### src/rtl/display_timing_gen.sv
// Raster timing generator: Clk divider, pixel/line counters, registered sync/blank/strobes.
// Define DISPLAY_TIMING_FRAME_CNT_EN to build the 16-bit completed-frame counter.
module display_timing_gen #(
    parameter int unsigned CLK_DIV  = 2,
    parameter int unsigned H_ACTIVE = 640,
    parameter int unsigned H_FP     = 16,
    parameter int unsigned H_SYNC   = 96,
    parameter int unsigned H_BP     = 48,
    parameter int unsigned V_ACTIVE = 480,
    parameter int unsigned V_FP     = 10,
    parameter int unsigned V_SYNC   = 2,
    parameter int unsigned V_BP     = 33,
    parameter bit          HS_POL   = 1'b0,
    parameter bit          VS_POL   = 1'b0,
    parameter int unsigned CW       = 12
) (
    input  logic          Clk,
    input  logic          Reset,
    input  logic          en,
    output logic          pix_ce,
    output logic          pixel_clk,
    output logic          hs,
    output logic          vs,
    output logic          blank,
    output logic          sync,
    output logic [CW-1:0] DrawX,
    output logic [CW-1:0] DrawY,
    output logic          line_start,
    output logic          frame_start,
    output logic [15:0]   frame_cnt,
    output logic          running
);
    localparam int unsigned HT = H_ACTIVE + H_FP + H_SYNC + H_BP;
    localparam int unsigned VT = V_ACTIVE + V_FP + V_SYNC + V_BP;
    localparam int unsigned DW = (CLK_DIV > 1) ? $clog2(CLK_DIV) : 1;

    localparam logic [1:0] IDLE     = 2'd0;
    localparam logic [1:0] RUN      = 2'd1;
    localparam logic [1:0] STOPPING = 2'd2;

    logic [1:0]    state_q, state_d;
    logic [DW-1:0] dcnt_q, dcnt_d;
    logic [CW-1:0] hc_q, hc_d, vc_q, vc_d;
    logic          hc_wrap, vc_wrap;
    logic          active_d, blank_d, hs_on_d, vs_on_d;
    logic          pixel_clk_q, hs_q, vs_q, blank_q, line_start_q, frame_start_q;

    assign pix_ce  = (dcnt_q == DW'(CLK_DIV - 1));
    assign hc_wrap = (hc_q == CW'(HT - 1));
    assign vc_wrap = (vc_q == CW'(VT - 1));

    always_comb begin
        dcnt_d  = pix_ce ? '0 : dcnt_q + 1'b1;
        state_d = state_q;
        hc_d    = hc_q;
        vc_d    = vc_q;
        case (state_q)
            IDLE:     if (pix_ce && en) state_d = RUN;
            RUN:      if (!en) state_d = STOPPING;
            STOPPING: begin
                if (en) state_d = RUN;
                else if (pix_ce && hc_wrap && vc_wrap) state_d = IDLE;
            end
            default:  state_d = IDLE;
        endcase
        // Counters only move while a frame is in flight; IDLE parks them at 0,0.
        if (state_q != IDLE && pix_ce) begin
            hc_d = hc_wrap ? '0 : hc_q + 1'b1;
            if (hc_wrap) vc_d = vc_wrap ? '0 : vc_q + 1'b1;
        end
    end

    // Decoding the next counts lets the registered flags line up with DrawX/DrawY.
    always_comb begin
        active_d = (state_d != IDLE);
        blank_d  = active_d && (32'(hc_d) < H_ACTIVE) && (32'(vc_d) < V_ACTIVE);
        hs_on_d  = active_d && (32'(hc_d) >= H_ACTIVE + H_FP)
                            && (32'(hc_d) <  H_ACTIVE + H_FP + H_SYNC);
        vs_on_d  = active_d && (32'(vc_d) >= V_ACTIVE + V_FP)
                            && (32'(vc_d) <  V_ACTIVE + V_FP + V_SYNC);
    end

    always_ff @(posedge Clk or posedge Reset) begin
        if (Reset) begin
            state_q       <= IDLE;
            dcnt_q        <= '0;
            hc_q          <= '0;
            vc_q          <= '0;
            pixel_clk_q   <= 1'b1;
            hs_q          <= ~HS_POL;
            vs_q          <= ~VS_POL;
            blank_q       <= 1'b0;
            line_start_q  <= 1'b0;
            frame_start_q <= 1'b0;
        end else begin
            state_q       <= state_d;
            dcnt_q        <= dcnt_d;
            hc_q          <= hc_d;
            vc_q          <= vc_d;
            pixel_clk_q   <= (dcnt_d < DW'(CLK_DIV / 2));
            hs_q          <= hs_on_d ? HS_POL : ~HS_POL;
            vs_q          <= vs_on_d ? VS_POL : ~VS_POL;
            blank_q       <= blank_d;
            line_start_q  <= active_d && (hc_d == '0);
            frame_start_q <= active_d && (hc_d == '0) && (vc_d == '0);
        end
    end

`ifdef DISPLAY_TIMING_FRAME_CNT_EN
    logic [15:0] frame_cnt_q;

    always_ff @(posedge Clk or posedge Reset) begin
        if (Reset) begin
            frame_cnt_q <= '0;
        end else if (state_q != IDLE && pix_ce && hc_wrap && vc_wrap) begin
            frame_cnt_q <= frame_cnt_q + 16'd1;
        end
    end

    assign frame_cnt = frame_cnt_q;
`else
    assign frame_cnt = '0;
`endif

    assign pixel_clk   = pixel_clk_q;
    assign hs          = hs_q;
    assign vs          = vs_q;
    assign blank       = blank_q;
    assign sync        = 1'b0;
    assign DrawX       = hc_q;
    assign DrawY       = vc_q;
    assign line_start  = line_start_q;
    assign frame_start = frame_start_q;
    assign running     = (state_q != IDLE);

    param_check: assert property (@(posedge Clk)
        (64'(HT) <= (64'd1 << CW)) && (64'(VT) <= (64'd1 << CW))
        && (CLK_DIV >= 2) && (CLK_DIV <= 16));

endmodule

### config.mk
export PLATFORM = sky130hd
export DESIGN_NAME = display_timing_gen
export DESIGN_NICKNAME = d
export VERILOG_FILES = /design/src/rtl/display_timing_gen.sv
export SDC_FILE = /design/constraint.sdc
export NUM_CORES = 1
export LEC_CHECK = 0
export BUFFER_PORTS_ARGS = -buffer_cell sky130_fd_sc_hd__clkbuf_2
export CELL_PAD_IN_SITES_DETAIL_PLACEMENT = 1
export CELL_PAD_IN_SITES_GLOBAL_PLACEMENT = 1
export CORE_MARGIN = 3
export CORE_UTILIZATION = 35
export CTS_CLUSTER_SIZE = 40
export DETAILED_ROUTE_END_ITERATION = 10
export GPL_TIMING_DRIVEN = 0
export PLACE_DENSITY_LB_ADDON = 0.1
export SYNTH_ARGS = -nofsm -noshare
export SYNTH_HDL_FRONTEND = slang
export SYNTH_SLANG_ARGS = --single-unit
export TNS_END_PERCENT = 100
### constraint.sdc
create_clock -name Clk -period 3.75 [get_ports Clk]
set_input_delay 0.75 -clock Clk [delete_from_list [all_inputs] [get_ports Clk]]
set_output_delay 0.75 -clock Clk [all_outputs]
set_load 0.005 [all_outputs]
==> flow_summary.toml, run 1 <==
[synth]
synth_compound_area_share_pct = 10.65
postSynth.asyncResetShare_pct = 100.0
muxShareOfSynthArea_pct = 0.4984
synthSimpleGateAreaFrac_pct = 27.66
yosys.cell_types.count = 52
synth_ff_type = "dfrtp_1"
synth-edff-count = 0
ys_seq_area_share_pct = 41.31
synth_xor_area_share_pct = 6.542
ys_ff_latch = 33
syn_avg_cell_area_um2 = 9.087
synth-adder-area-share_pct = 1.869
yosys_warnings = 0
synth_area_um2 = 2008
synthCells = 221
synth_top_family_by_area = "simple AND/OR/NAND/NOR gates"

[floorplan]
initial_core_util_pct = 37.64
num_rows = 26
die-area_um2 = 6682
ios = 52
die_h_um = 81.75
core_area_um2 = 5335
die_w_um = 81.75

[detailed_routing]
drt-total-wl_mm = 5.405
dr.pass1.iters = 4
route.detailed.drc = 0
antenna_left = 0
wl_per_cell_um = 15.49
vias_per_cell = 5.221
drt-initial-drc-count = 67
num_vias = 1822

[sta]
post-route-min-period_ns = 3.236
setup_slack_ns = 0.5135
setup_viol = 0
period_share_pct = 86.31
fin_setup_tns_ns = 0
worst_slew_pin_slew_ns = 0.8286
slew_violations = 0
holdWs_ns = 0.4053
hold_viol = 0
finClkSkew_ns = 0.01026
maxSlewHeadroom_pct = 44.30
rsz0062_at_grt = "no"
fmax_mhz = 309.0

[clocking]
cts.sinks = 33
ctsResizeCount = 0
cts_tree = "built"
postCtsHoldBufs = 0
clockBufferDepth = 2
clk_latency_ns = 0.28
post-cts-setup-buffers = 0
clk_pin_slew_ns = 0.07
numCtsBuffers = 5
htreeDepth = 2
root_buffer = "clkbuf_8"

[final_layout]
final_util_pct = 45.15
area.sequential_um2 = 829.5
syn2layout_area_growth_pct = 19.94
fin_nets = 284
n_antenna_cell = 0
layout.cells.non_filler = 349
final_cell_area_um2 = 2409
drive_gt1_share_pct = 25.81
fillerInstances = 670
multi_input_area_um2 = 1012

[placement]
pre_cts_slack_ns = 0.5315
place.gp.congestion = 0.7808
portBuffers = 34
dp.cells = 341
placed_area_um2 = 2326
post-dp-hpwl_mm = 4.101

[pwr]
power.static_leakage_nw = 1.202
pwr_density_cell_nw_per_um2 = 379.3
peakVddDrop_uv = 175.0
power_uw = 913.6

[worst_setup_path]
cp-start-kind = "flip-flop"
end_kind = "flip-flop"
crit_path_top_delay_cell = "nor4_4"
cp_top_family = "simple AND/OR/NAND/NOR gates"
path_max_fanout = 9
r2r_slack_ns = 0.51
rr_worst_depth = 7
timing.rr.start = "DrawX[0]"
critical_path_buf_inv_count = 0
critPathKind = "flip-flop to flip-flop"
path_cells = "ha_1 > nand3b_1 > nor4_4 > nand4_1 > xor2_1 > or4_1 > or4b_1"
cp.arrival_ns = 3.43
r2r_end = "vs"
critPathRequiredTime_ns = 3.94
max_stage_delay_ns = 0.66

[global_routing]
antenna_found_initial = 0
grt.total_usage_pct = 17.47
grt_max_degree = 34
grt_pass1_wl_mm = 8.997
grt_overflow = 0
grt_pass1_vias = 1791

[min_path]
hold_depth = 0
min_to = "pixel_clk"
hold_path.class = "flip-flop to flip-flop"
hold_start = "pix_ce"

[status]
status = "complete, no violations"

[flow_run]
maxCapViolations = 0
==> worst max path at each step <==
stage,startpoint,endpoint,slack (ns),cells past startpoint
6_report,DrawX[0],vs,0.51,7
5_1_grt,DrawX[0],vs,0.31,7
4_1_cts,DrawX[0],vs,0.51,7
3_5_place_dp,DrawX[0],vs,0.53,7
3_3_place_gp,DrawX[6],vs,0.57,6
2_1_floorplan,DrawX[6],vs,0.89,6
==> Yosys cell counts (2+ instances only) <==
| cell type | instances | share of area, % |
|---|---|---|
| nor4_1 | 5 | 1.6 |
| nand4_1 | 14 | 4.4 |
| nor2_1 | 15 | 2.8 |
| clkbuf_1 | 7 | 1.3 |
| dfstp_2 | 3 | 3.9 |
| o31ai_1 | 2 | 0.75 |
| xor2_1 | 6 | 2.6 |
| a21oi_1 | 3 | 0.75 |
| buf_4 | 17 | 6.4 |
| a21o_1 | 2 | 0.75 |
| inv_1 | 18 | 3.4 |
| or4_4 | 2 | 1.1 |
| and3_1 | 4 | 1.2 |
| dfrtp_1 | 30 | 37 |
| ha_1 | 3 | 1.9 |
| nand3_1 | 9 | 2.2 |
| nor2b_1 | 3 | 0.93 |
| nor3_1 | 6 | 1.5 |
| nand2_1 | 12 | 2.2 |
| or4_1 | 2 | 0.75 |
| nand4b_1 | 2 | 0.87 |
| or3_1 | 5 | 1.6 |
| nand2b_1 | 3 | 0.93 |
| xnor2_1 | 9 | 3.9 |
| o21ai_0 | 11 | 2.7 |
| a31oi_1 | 2 | 0.62 |
==> cell families after synthesis <==
logic type | Yosys count
and+or+nand+nor | 93
buffers and inverters | 43
DFF | 33
AOI/OAI and AO/OA | 32
xor gates and xnor gates | 15
adders and majority gates | 3
other | 1
muxes | 1
==> placed cells by master, fill, tap and decap left out, drive strengths merged, types with 4 or more instances in the layout <==
cell     n
and3     4
buf     18
clkbuf  47
conb    17
dfrtp   30
inv     18
nand2   12
nand3    9
nand4   14
nor2    16
nor3     7
nor4     7
o21ai   12
or3      5
or4      4
xnor2    9
xor2     6
==> report_power, final <==
| part | total, mW | switching, mW | leakage, nW | internal [mW] |
|---|---|---|---|---|
| clock network | 0.263 | 0.135 | 0.0450 | 0.129 |
| registers | 0.435 | 0.0513 | 0.430 | 0.384 |
| logic | 0.215 | 0.125 | 0.727 | 0.0897 |
==> layout make-up <==
cell class / instances / share of cell area [%]
plain buffers: 25 / 6.597
clock buffers: 6 / 3.013
clock inverters: 2 / 0.4156
inverters: 18 / 2.805
multi-input cells: 161 / 42.03
flip-flops and latches: 33 / 34.44
well taps: 70 / 3.636
repair buffers: 34 / 7.065
==> worst register-to-register path, delay by kind of cell (launching register included) <==
kind | cells | cell delay (ns)
xor gates and xnor gates | 1 | 0.19
adders and majority gates | 1 | 0.27
DFF | 1 | 0.47
and+or+nand+nor | 5 | 2.22
==> metal layers <==
metal  vias to the layer above  share of wire [%]  global-route usage [%]
met5                         -                  0                       0
met4                         0               0.65                   3.987
met3                         4                4.9                   3.289
met2                        51                 46                   27.87
met1                       895                 49                   24.49
li1                        872                  -                       -
Power figures use the tool's default switching activity.
==> run 2, diff against run 1 <==
- CORE_MARGIN: 3 -> unset
- RECOVER_POWER: unset -> 25
==> flow_summary.toml, run 2 (synthesized netlist as in run 1, its figures left out) <==
[final_layout]
fin_nets = 284
n_antenna_cell = 0
final_cell_mix = "clkbuf_2, dfrtp_1, inv_1"
final_cell_area_um2 = 2462
area.sequential_um2 = 829.5
syn2layout_area_growth_pct = 22.62
multi_input_area_um2 = 1012
fillerInstances = 678
final_common_cell = "clkbuf_2"
final_util_pct = 44.72
drive_gt1_share_pct = 25.81

[sta]
rsz0062_at_grt = "no"
slew_violations = 0
setup_viol = 0
maxSlewHeadroom_pct = 12.81
period_share_pct = 87.00
hold_viol = 0
post-route-min-period_ns = 3.262
worst_slew_pin_slew_ns = 1.306
fmax_mhz = 306.5
fin_setup_tns_ns = 0
finClkSkew_ns = 0.004560

[clocking]
root_buffer = "clkbuf_8"
clk_latency_ns = 0.29
cts_tree = "built"
post-cts-setup-buffers = 0
numCtsBuffers = 5
htreeDepth = 2
clk_pin_slew_ns = 0.07
postCtsHoldBufs = 0
ctsResizeCount = 0
cts.sinks = 33
clockBufferDepth = 2

[global_routing]
grt_pass1_wl_mm = 8.707
antenna_found_initial = 0
grt.total_usage_pct = 18.74
grt_pass1_vias = 1787
grt_overflow = 0
grt_max_degree = 34

[floorplan]
initial_core_util_pct = 36.47
die_w_um = 77.75
ios = 52
core_area_um2 = 5507
die_h_um = 77.75
die-area_um2 = 6044
num_rows = 27

[worst_setup_path]
end_kind = "flip-flop"
critical_path_buf_inv_count = 0
path_max_fanout = 9
crit_path_top_delay_cell = "nor4_4"
max_stage_delay_ns = 0.63
critPathRequiredTime_ns = 3.95
cp_num_cells = 7
critPathKind = "flip-flop to flip-flop"
cp-start-kind = "flip-flop"
cp.arrival_ns = 3.46
path_cells = "ha_1 > nand3b_1 > nor4_4 > nand4_1 > xor2_1 > or4_1 > or4b_1"
rr_worst_depth = 7
cp_top_family = "simple AND/OR/NAND/NOR gates"

[detailed_routing]
drt-total-wl_mm = 5.236
num_vias = 1778
route.detailed.drc = 0
wl_per_cell_um = 14.92
drt-initial-drc-count = 62
antenna_left = 0
dr.pass1.iters = 4
vias_per_cell = 5.066

[min_path]
hold_depth = 0
hold_path.class = "flip-flop to flip-flop"

[flow_run]
maxCapViolations = 0

[placement]
portBuffers = 34
post-dp-hpwl_mm = 3.910
place.gp.congestion = 0.7912
placed_area_um2 = 2328

[pwr]
peakVddDrop_uv = 282.9
pwr_density_cell_nw_per_um2 = 427.7
power.static_leakage_nw = 1.226

[status]
status = "complete, no violations"
run 2: changes by cell type in the layout (fill, tap and decap cells not counted), sizes merged:
cell	before	now
bufinv	0	2
clkbuf	47	46
clkinv	2	1
run 2: layout make-up:
type,count,share of cell area [%]
multi-input cells,161,41.11
flip-flops and latches,33,33.69
repair buffers,34,6.911
plain buffers,25,6.453
well taps,72,3.659
clock buffers,5,2.795
inverters,18,2.744
clock inverters,3,2.642
run 2: through the flow:
stage / hold WS [ns] / total power [mW] / cells / setup slack, ns
finish: 0.4004 / 1.053 / 351 / 0.4876
global route: 0.4147 / 1.100 / 351 / 0.2989
CTS: 0.4007 / 1.065 / 351 / 0.4914
detailed placement: 0.3867 / 0.6556 / 343 / 0.4960
global placement: 0.3834 / 0.6549 / 343 / 0.5007
floorplan: 0.3942 / 0.5729 / 237 / 0.8908
run 2: power breakdown:
part           switching [mW]  internal (mW)
Sequential             0.0548          0.384
Combinational           0.119         0.0898
Clock                   0.142          0.264
Total                   0.316          0.738
run 2: routing by layer:
| layer | up-vias | wire (um) | global-route usage, % |
|---|---|---|---|
| met5 | - | 0 | 0 |
| met4 | 0 | 46 | 5.094 |
| li1 | 866 | - | - |
| met3 | 6 | 274 | 3.647 |
| met1 | 857 | 2297 | 23.01 |
| met2 | 49 | 2618 | 33.19 |
run 2: final timing paths:
check / from / end / slack (ns)
worst max-delay path: DrawX[0] / vs / 0.49
worst min-delay path: pix_ce / pixel_clk / 0.40
worst max register to register: DrawX[0] / vs / 0.49
worst min register to register: pix_ce / pixel_clk / 0.40
max in group asynchronous: Reset / pix_ce / 2.18
min in group asynchronous: Reset / DrawX[11] / 0.80
